## config.mk

```make
export PLATFORM = sky130hd
export DESIGN_NAME = alu_result_fifo
export DESIGN_NICKNAME = d
export VERILOG_FILES = /design/src/rtl/alu_pkg.sv /design/src/rtl/sat_counter.sv /design/src/rtl/alu_result_fifo.sv
export SDC_FILE = /design/constraint.sdc
export NUM_CORES = 1
export LEC_CHECK = 0
export CAP_MARGIN = 10
export CORE_ASPECT_RATIO = 1.5
export CORE_MARGIN = 5
export CORE_UTILIZATION = 40
export CTS_CLUSTER_DIAMETER = 30
export DETAILED_ROUTE_END_ITERATION = 10
export PLACE_DENSITY = 0.63
export SYNTH_ARGS = -nofsm -noshare
export SYNTH_HDL_FRONTEND = slang
export SYNTH_SLANG_ARGS = --single-unit
```

## constraint.sdc

```tcl
create_clock -name clk_F -period 2.4 [get_ports clk_F]
set_input_delay 0.48 -clock clk_F [delete_from_list [all_inputs] [get_ports clk_F]]
set_output_delay 0.48 -clock clk_F [all_outputs]
set_load 0.05 [all_outputs]
```

## src/rtl/alu_pkg.sv

```systemverilog
// Shared ALU result types and flag layout used by the ALU core, capture FIFO and display path.
// Constants only: no logic, no latency, no flow control.
package alu_pkg;
   localparam int DATA_W = 32;
   localparam int FLAG_W = 4;

   localparam int ZF_BIT = 3;
   localparam int CF_BIT = 2;
   localparam int OF_BIT = 1;
   localparam int SF_BIT = 0;

   typedef struct packed {
      logic [FLAG_W-1:0] flags;
      logic [DATA_W-1:0] data;
   } alu_res_t;
endpackage

```

## src/rtl/sat_counter.sv

```systemverilog
// Saturating up-counter: increments on inc, sticks at all-ones, cleared only by reset.
// Value visible one cycle after inc; no backpressure.
module sat_counter #(
   parameter int W = 8
) (
   input  logic         clk_F,
   input  logic         rst_n,
   input  logic         inc,
   output logic [W-1:0] value
);
   logic [W-1:0] r_value;

   always_ff @(posedge clk_F or negedge rst_n) begin
      if (!rst_n) begin
         r_value <= '0;
      end else if (inc && (r_value != {W{1'b1}})) begin
         r_value <= r_value + 1'b1;
      end
   end

   assign value = r_value;
endmodule

```

## src/rtl/alu_result_fifo.sv

```systemverilog
// ALU result capture FIFO; head (or last popped) visible the cycle after push/pop; cap_ready=!full, full pushes dropped and counted.
// Optional sticky flag accumulation under ALU_FIFO_STICKY_FLAGS_EN.
module alu_result_fifo #(
   parameter int DATA_W = alu_pkg::DATA_W,
   parameter int FLAG_W = alu_pkg::FLAG_W,
   parameter int DEPTH  = 4,
   parameter int DROP_W = 8
) (
   input  logic                       clk_F,
   input  logic                       rst_n,
   input  logic                       cap_valid,
   output logic                       cap_ready,
   input  logic [DATA_W-1:0]          cap_data,
   input  logic [FLAG_W-1:0]          cap_flags,
   input  logic                       rd_en,
   output logic [DATA_W-1:0]          dout,
   output logic [FLAG_W-1:0]          dout_flags,
   output logic                       dout_valid,
   output logic [$clog2(DEPTH):0]     count,
   output logic                       full,
   output logic                       empty,
   output logic [DROP_W-1:0]          drop_cnt,
   output logic [FLAG_W-1:0]          sticky_flags,
   input  logic                       clr_sticky
);
   import alu_pkg::*;

   localparam int AW    = $clog2(DEPTH);
   localparam int CW    = AW + 1;
   localparam int RES_W = FLAG_W + DATA_W;

   // Entries are stored {flags, data}, matching alu_res_t.
   logic [RES_W-1:0] r_mem [DEPTH];
   logic [RES_W-1:0] r_hold;
   logic [AW-1:0]    r_wr_ptr;
   logic [AW-1:0]    r_rd_ptr;
   logic [CW-1:0]    r_count;

   logic             w_full;
   logic             w_empty;
   logic             w_push;
   logic             w_pop;
   logic [RES_W-1:0] w_head;

   assign w_full  = (r_count == CW'(DEPTH));
   assign w_empty = (r_count == '0);
   assign w_push  = cap_valid && !w_full;
   assign w_pop   = rd_en && !w_empty;
   assign w_head  = w_empty ? r_hold : r_mem[r_rd_ptr];

   always_ff @(posedge clk_F) begin
      if (w_push) begin
         r_mem[r_wr_ptr] <= {cap_flags, cap_data};
      end
   end

   always_ff @(posedge clk_F or negedge rst_n) begin
      if (!rst_n) begin
         r_wr_ptr <= '0;
         r_rd_ptr <= '0;
         r_count  <= '0;
         r_hold   <= '0;
      end else begin
         if (w_push) begin
            r_wr_ptr <= r_wr_ptr + 1'b1;
         end
         if (w_pop) begin
            r_rd_ptr <= r_rd_ptr + 1'b1;
            r_hold   <= r_mem[r_rd_ptr];
         end
         if (w_push && !w_pop) begin
            r_count <= r_count + 1'b1;
         end else if (w_pop && !w_push) begin
            r_count <= r_count - 1'b1;
         end
      end
   end

   sat_counter #(.W(DROP_W)) u_drop_cnt (
      .clk_F (clk_F),
      .rst_n (rst_n),
      .inc   (cap_valid && w_full),
      .value (drop_cnt)
   );

`ifdef ALU_FIFO_STICKY_FLAGS_EN
   logic [FLAG_W-1:0] r_sticky;

   // A clear coinciding with a push restarts accumulation from that push.
   always_ff @(posedge clk_F or negedge rst_n) begin
      if (!rst_n) begin
         r_sticky <= '0;
      end else if (clr_sticky) begin
         r_sticky <= w_push ? cap_flags : '0;
      end else if (w_push) begin
         r_sticky <= r_sticky | cap_flags;
      end
   end

   assign sticky_flags = r_sticky;
`else
   logic w_unused_clr_sticky;
   assign w_unused_clr_sticky = clr_sticky;
   assign sticky_flags        = '0;
`endif

   assign dout       = w_head[DATA_W-1:0];
   assign dout_flags = w_head[RES_W-1:DATA_W];
   assign dout_valid = !w_empty;
   assign count      = r_count;
   assign full       = w_full;
   assign empty      = w_empty;
   assign cap_ready  = !w_full;
endmodule

```

Word level (Yosys, flattened, before mapping)
Memory sizes are Yosys's and may differ from the RTL's.
Cells that the tools add are included.

cells by class
  reductions and logical operators = 12
  add/sub/neg operators = 5
  eq/ne operators = 2
  multiplexer cells = 5

operators with widths
  kind                   number
  $mux W36               1
  $add A8 B1 Y8 const B  1
  $ne A8 B8 Y1 const B   1
  $logic_and A1 B1 Y1    6
  $mux W3                2
  $add A2 B1 Y2 const B  2
  $logic_not A1 Y1       4
  $add A3 B1 Y3 const B  1
  $eq A3 B3 Y1 const B   1
  $logic_not A3 Y1       1
  $sub A3 B1 Y3 const B  1
  $mux W1                2
  $reduce_bool A2 Y1     1

word-level totals
  register bits after elaboration = 51
  memories = 1
  input port bits = 41
  output and inout port bits = 55
  memory bits (writable) = 144
  word-level logic and storage cells = 30

memories
  name   depth  bits a word  rd ports  clocked after memory_dff  write ports  RTL line               source
  r_mem  4      36           1         0                         1            alu_result_fifo.sv:33  logic [RES_W-1:0] r_mem [DEPTH];

Depth between registers and ports, before layout
  depth in word-level cells = 7
  gate-level depth with buffers = 11
  gate-level depth less buffers = 10

By module
From an unflattened synthesis, not the netlist that was laid out.

second synthesis, totals
  cell total of the unflattened synthesis = 458
  area total of the unflattened synthesis = 7937.6 um2

modules (own cells, without submodules)
  module           times used  cells each  area an instance (um2)  seq. area each (um2)
  alu_result_fifo  1           424         7529.7                  5400.2
  sat_counter      1           34          407.9                   200.2

Least setup slack after synthesis
No wires, ideal clock.

  path type = register to register
  from = reg r_count[1], in the netlist count[1]
  to = mem r_mem[0][0] (netlist bit), enable pin
  buffers on the path = 1
  data arrival time = 2847 ps
  stages on the path, launching flop included = 7
  required time = 2003 ps
  period minus slack after synthesis = 3244 ps
  setup slack = -844 ps
  library setup time = 397 ps
  cell sequence = dfrtp_1 -> nor2_1 -> nand2_1 -> inv_1 -> nor2b_1 -> clkbuf_1 -> and2_1

between the ends
  cells in the longest elaborated chain, start to end = 5

RTL lines
  what                           RTL line               source
  start: declaration             alu_result_fifo.sv:37  logic [CW-1:0] r_count;
  start signal: assignment       alu_result_fifo.sv:72  r_count <= r_count + 1'b1;
  start signal: assignment       alu_result_fifo.sv:74  r_count <= r_count - 1'b1;
  $eq A3 B3 Y1                   alu_result_fifo.sv:45  assign w_full = (r_count == CW'(DEPTH));
  $logic_not A1 Y1               --
  via cap_ready                  alu_result_fifo.sv:12  output logic cap_ready,
  $logic_and A1 B1 Y1            alu_result_fifo.sv:47  assign w_push = cap_valid && !w_full;
  via w_push                     alu_result_fifo.sv:41  logic w_push;
  $mux W1                        alu_result_fifo.sv:52  if (w_push) begin
  $mux W1 (not written as such)  alu_result_fifo.sv:53  r_mem[r_wr_ptr] <= {cap_flags, cap_data};
  end: declaration               alu_result_fifo.sv:33

The timed path passes the listed nets, and every way through them passes these cells.

Worst setup path after layout
  from = reg r_rd_ptr[0]
  to = out dout[12]

between the ends
  cells in the longest elaborated chain, start to end = 2

RTL lines
  what                      RTL line               source
  start: declaration        alu_result_fifo.sv:36  logic [AW-1:0] r_rd_ptr;
  start signal: assignment  alu_result_fifo.sv:68  r_rd_ptr <= r_rd_ptr + 1'b1;
  $mem_v2 Z4 W36            --
  $mux W36                  alu_result_fifo.sv:49  assign w_head = w_empty ? r_hold : r_mem[r_rd_ptr];
  end: declaration          alu_result_fifo.sv:16  output logic [DATA_W-1:0] dout,

No other way between the ends.

==> run metrics <==
core area 19600 µm²; RSZ-0062 raised after global routing true; synthesized area 7940 µm²; Total GRT Usage 0.145; TritonCTS Buffers 17; Layout Skew 0.00493 ns; CP Cell Sequence buf_12 > clkbuf_16 > mux4_2 > nand2_1 > nand2_2 > buf_12; routed len/inst 18.8 µm; Yosys reg bits 195; total grt overflow 0; Layout area overhead 34.7%; fillcell total 1567; initial antenna violation count 0; top cells by area, synth edfxtp_1, dfrtp_1, mux4_2; Setup WS post-layout -0.0338 ns; Tmin final 2.43 ns; Placed Area 9720 µm²; antenna cells 0; WP data required 1.92 ns; clock latency on the worst-skew pair 0.42 ns; Yosys warnings 0; Crit Path Class register to output port; area leader, netlist edfxtp_1; Final Setup Violations 23; largest net degree at the start of global routing 38; CP startpoint kind register; Avg Cell Area, Syn 17.2 µm²; die area 22800 µm²; antenna viol nets, final 0; H-tree depth 4; Die W 125 µm; Synth Area in Simple Gates 0.0707; failing checks setup timing; vias in the first global route 4568; crit path capture type output port; Crit path max-delay family multiplexers; FMAX 0.411 GHz; Hold Slack 0.0770 ns; Crit path arrival time 1.95 ns; critical path's slowest cell mux4_2; HPWL Detailed 10200 µm; port bufs 90; placer congestion estimate 0.761; Max stage delay on crit path 0.52 ns; Seq/Total Area, Yosys 0.705; Max Slew Vio Count 0; Max-Cap Viols 0; Setup TNS Final -0.371 ns; num ports 96; clock root buffer clkbuf_16; pre-CTS WS 0.0730 ns; adder-cell share of the synthesized area 0.0120; Slew HR 0.529; Synth cell types 33; Tightest Hold Check Type primary input to asynchronous set/reset pin; nets@finish 642; fin crit share 1.01; critical path peak fanout 6; Clock transition at path regs 0.07 ns; Finished Cell Area 10700 µm²; Initial Utilization 0.405; multiplexer share of the synthesized area 0.170; Final Hold Fails 0; Post-Synthesis Cells 463; DRC 0; CTS sink cnt 195; combinational family with the most area after synthesis multiplexers; Critical Path Most Common Cell buf_12; Core Rows 63; first-pass GRT wire length 25300 µm; worst path bufs/invs 3; clk buf depth 2; total number of vias 4264; Via-to-Cell Ratio 4.92; Compound-Gate Fraction of Synth Area 0.00599; chip height 183 µm; Post-Synth XOR/XNOR Area 0.00772; clock tree from TritonCTS done; wirelength, routed 16300 µm; Tightest Pin Transition 0.706 ns; top cell type's share of synthesized area 0.545; outcome finished, violations left; fraction of layout cells with a size suffix above 1 0.433; DR pass1 iterations 7; initial DRC count 203
-- cells in the final DEF (no fill, tap or decap), types with 5 or more instances in the layout --
cell / instances
mux4_2: 36
mux2_2: 24
buf_4: 31
nand2_1: 58
nand2_4: 7
clkbuf_16: 20
xnor2_1: 5
ha_1: 5
dfrtp_1: 46
buf_12: 47
nand2_2: 47
edfxtp_1: 144
mux2_4: 18
clkdlybuf4s50_1: 49
inv_1: 5
-- sequential cells by signal, summed over array words and instances (netlist names) --
register / cells
r_mem: 144
r_hold: 36
u_drop_cnt.value: 8
count: 3
r_rd_ptr: 2
r_wr_ptr: 2
-- cell families after synthesis --
family	count (synthesis)
flip-flops	195
AND/OR/NAND/NOR	135
multiplexers	78
buffers and inverters	33
adder cells (fa/ha/maj)	7
AO/OA/AOI/OAI	7
XOR/XNOR	7
other	1
-- Yosys cell counts (all sizes together) --
cell type,count
nor2,4
a21oi,4
inv,7
edfxtp,144
or3,1
conb,1
dfrtp,51
clkbuf,4
nor4bb,1
o21ai,1
buf,22
nand4,4
nand2b,1
mux4,36
and3,4
mux2,42
nand3,3
o2111a,2
and2,4
nand2,112
xor2,2
ha,6
xnor2,5
fa,1
nor2b,1
-- stage by stage --
stage                util  std cells
detailed placement  0.495        817
global placement    0.495        817
global route        0.545        867
CTS                 0.534        855
finish              0.545        867
floorplan               -        466
-- worst paths after layout --
kind	start	end	slack, ns	cells past startpoint
max in group asynchronous	rst_n	r_rd_ptr[0]	1.63	2
min reg2reg	r_hold[32]	r_hold[32]	0.51	1
max reg2reg	count[0]	r_hold[35]	0.17	5
min	rst_n	r_hold[30]	0.08	1
min in group clk_F	r_hold[32]	r_hold[32]	0.51	1
max	r_rd_ptr[0]	dout[12]	-0.03	6
-- final cells by class --
class,instances,area [µm²],area share
clock buffers,19,443,0.0414
clock inverters,13,148,0.0138
repair buffers,135,1810,0.169
flip-flops and latches,195,5610,0.525
inverters,7,35.0,0.00328
multi-input cells,238,2330,0.218
well taps,260,325,0.0304
-- routing by layer --
metal	track usage	routed length, µm
met1	0.165	6380
met2	0.271	9290
met3	0.0337	474
met4	0.0417	193
met5	0	0
-- timing repair --
| item | 4_1_cts | 5_1_grt |
|---|---|---|
| gates cloned | 1 | 3 |
| setup endpoints to repair | 38 | 37 |
| endpoints found under the hold margin | 0 | 0 |
| hold buffers | 0 | 0 |
| pin swaps | 5 | 29 |
| setup buffers | 5 | 9 |
| gates resized for setup | 41 | 18 |
Power is left out: the tool's default activity adds up to more than one toggle a clock period on the data nets, which glitch-free logic cannot reach.
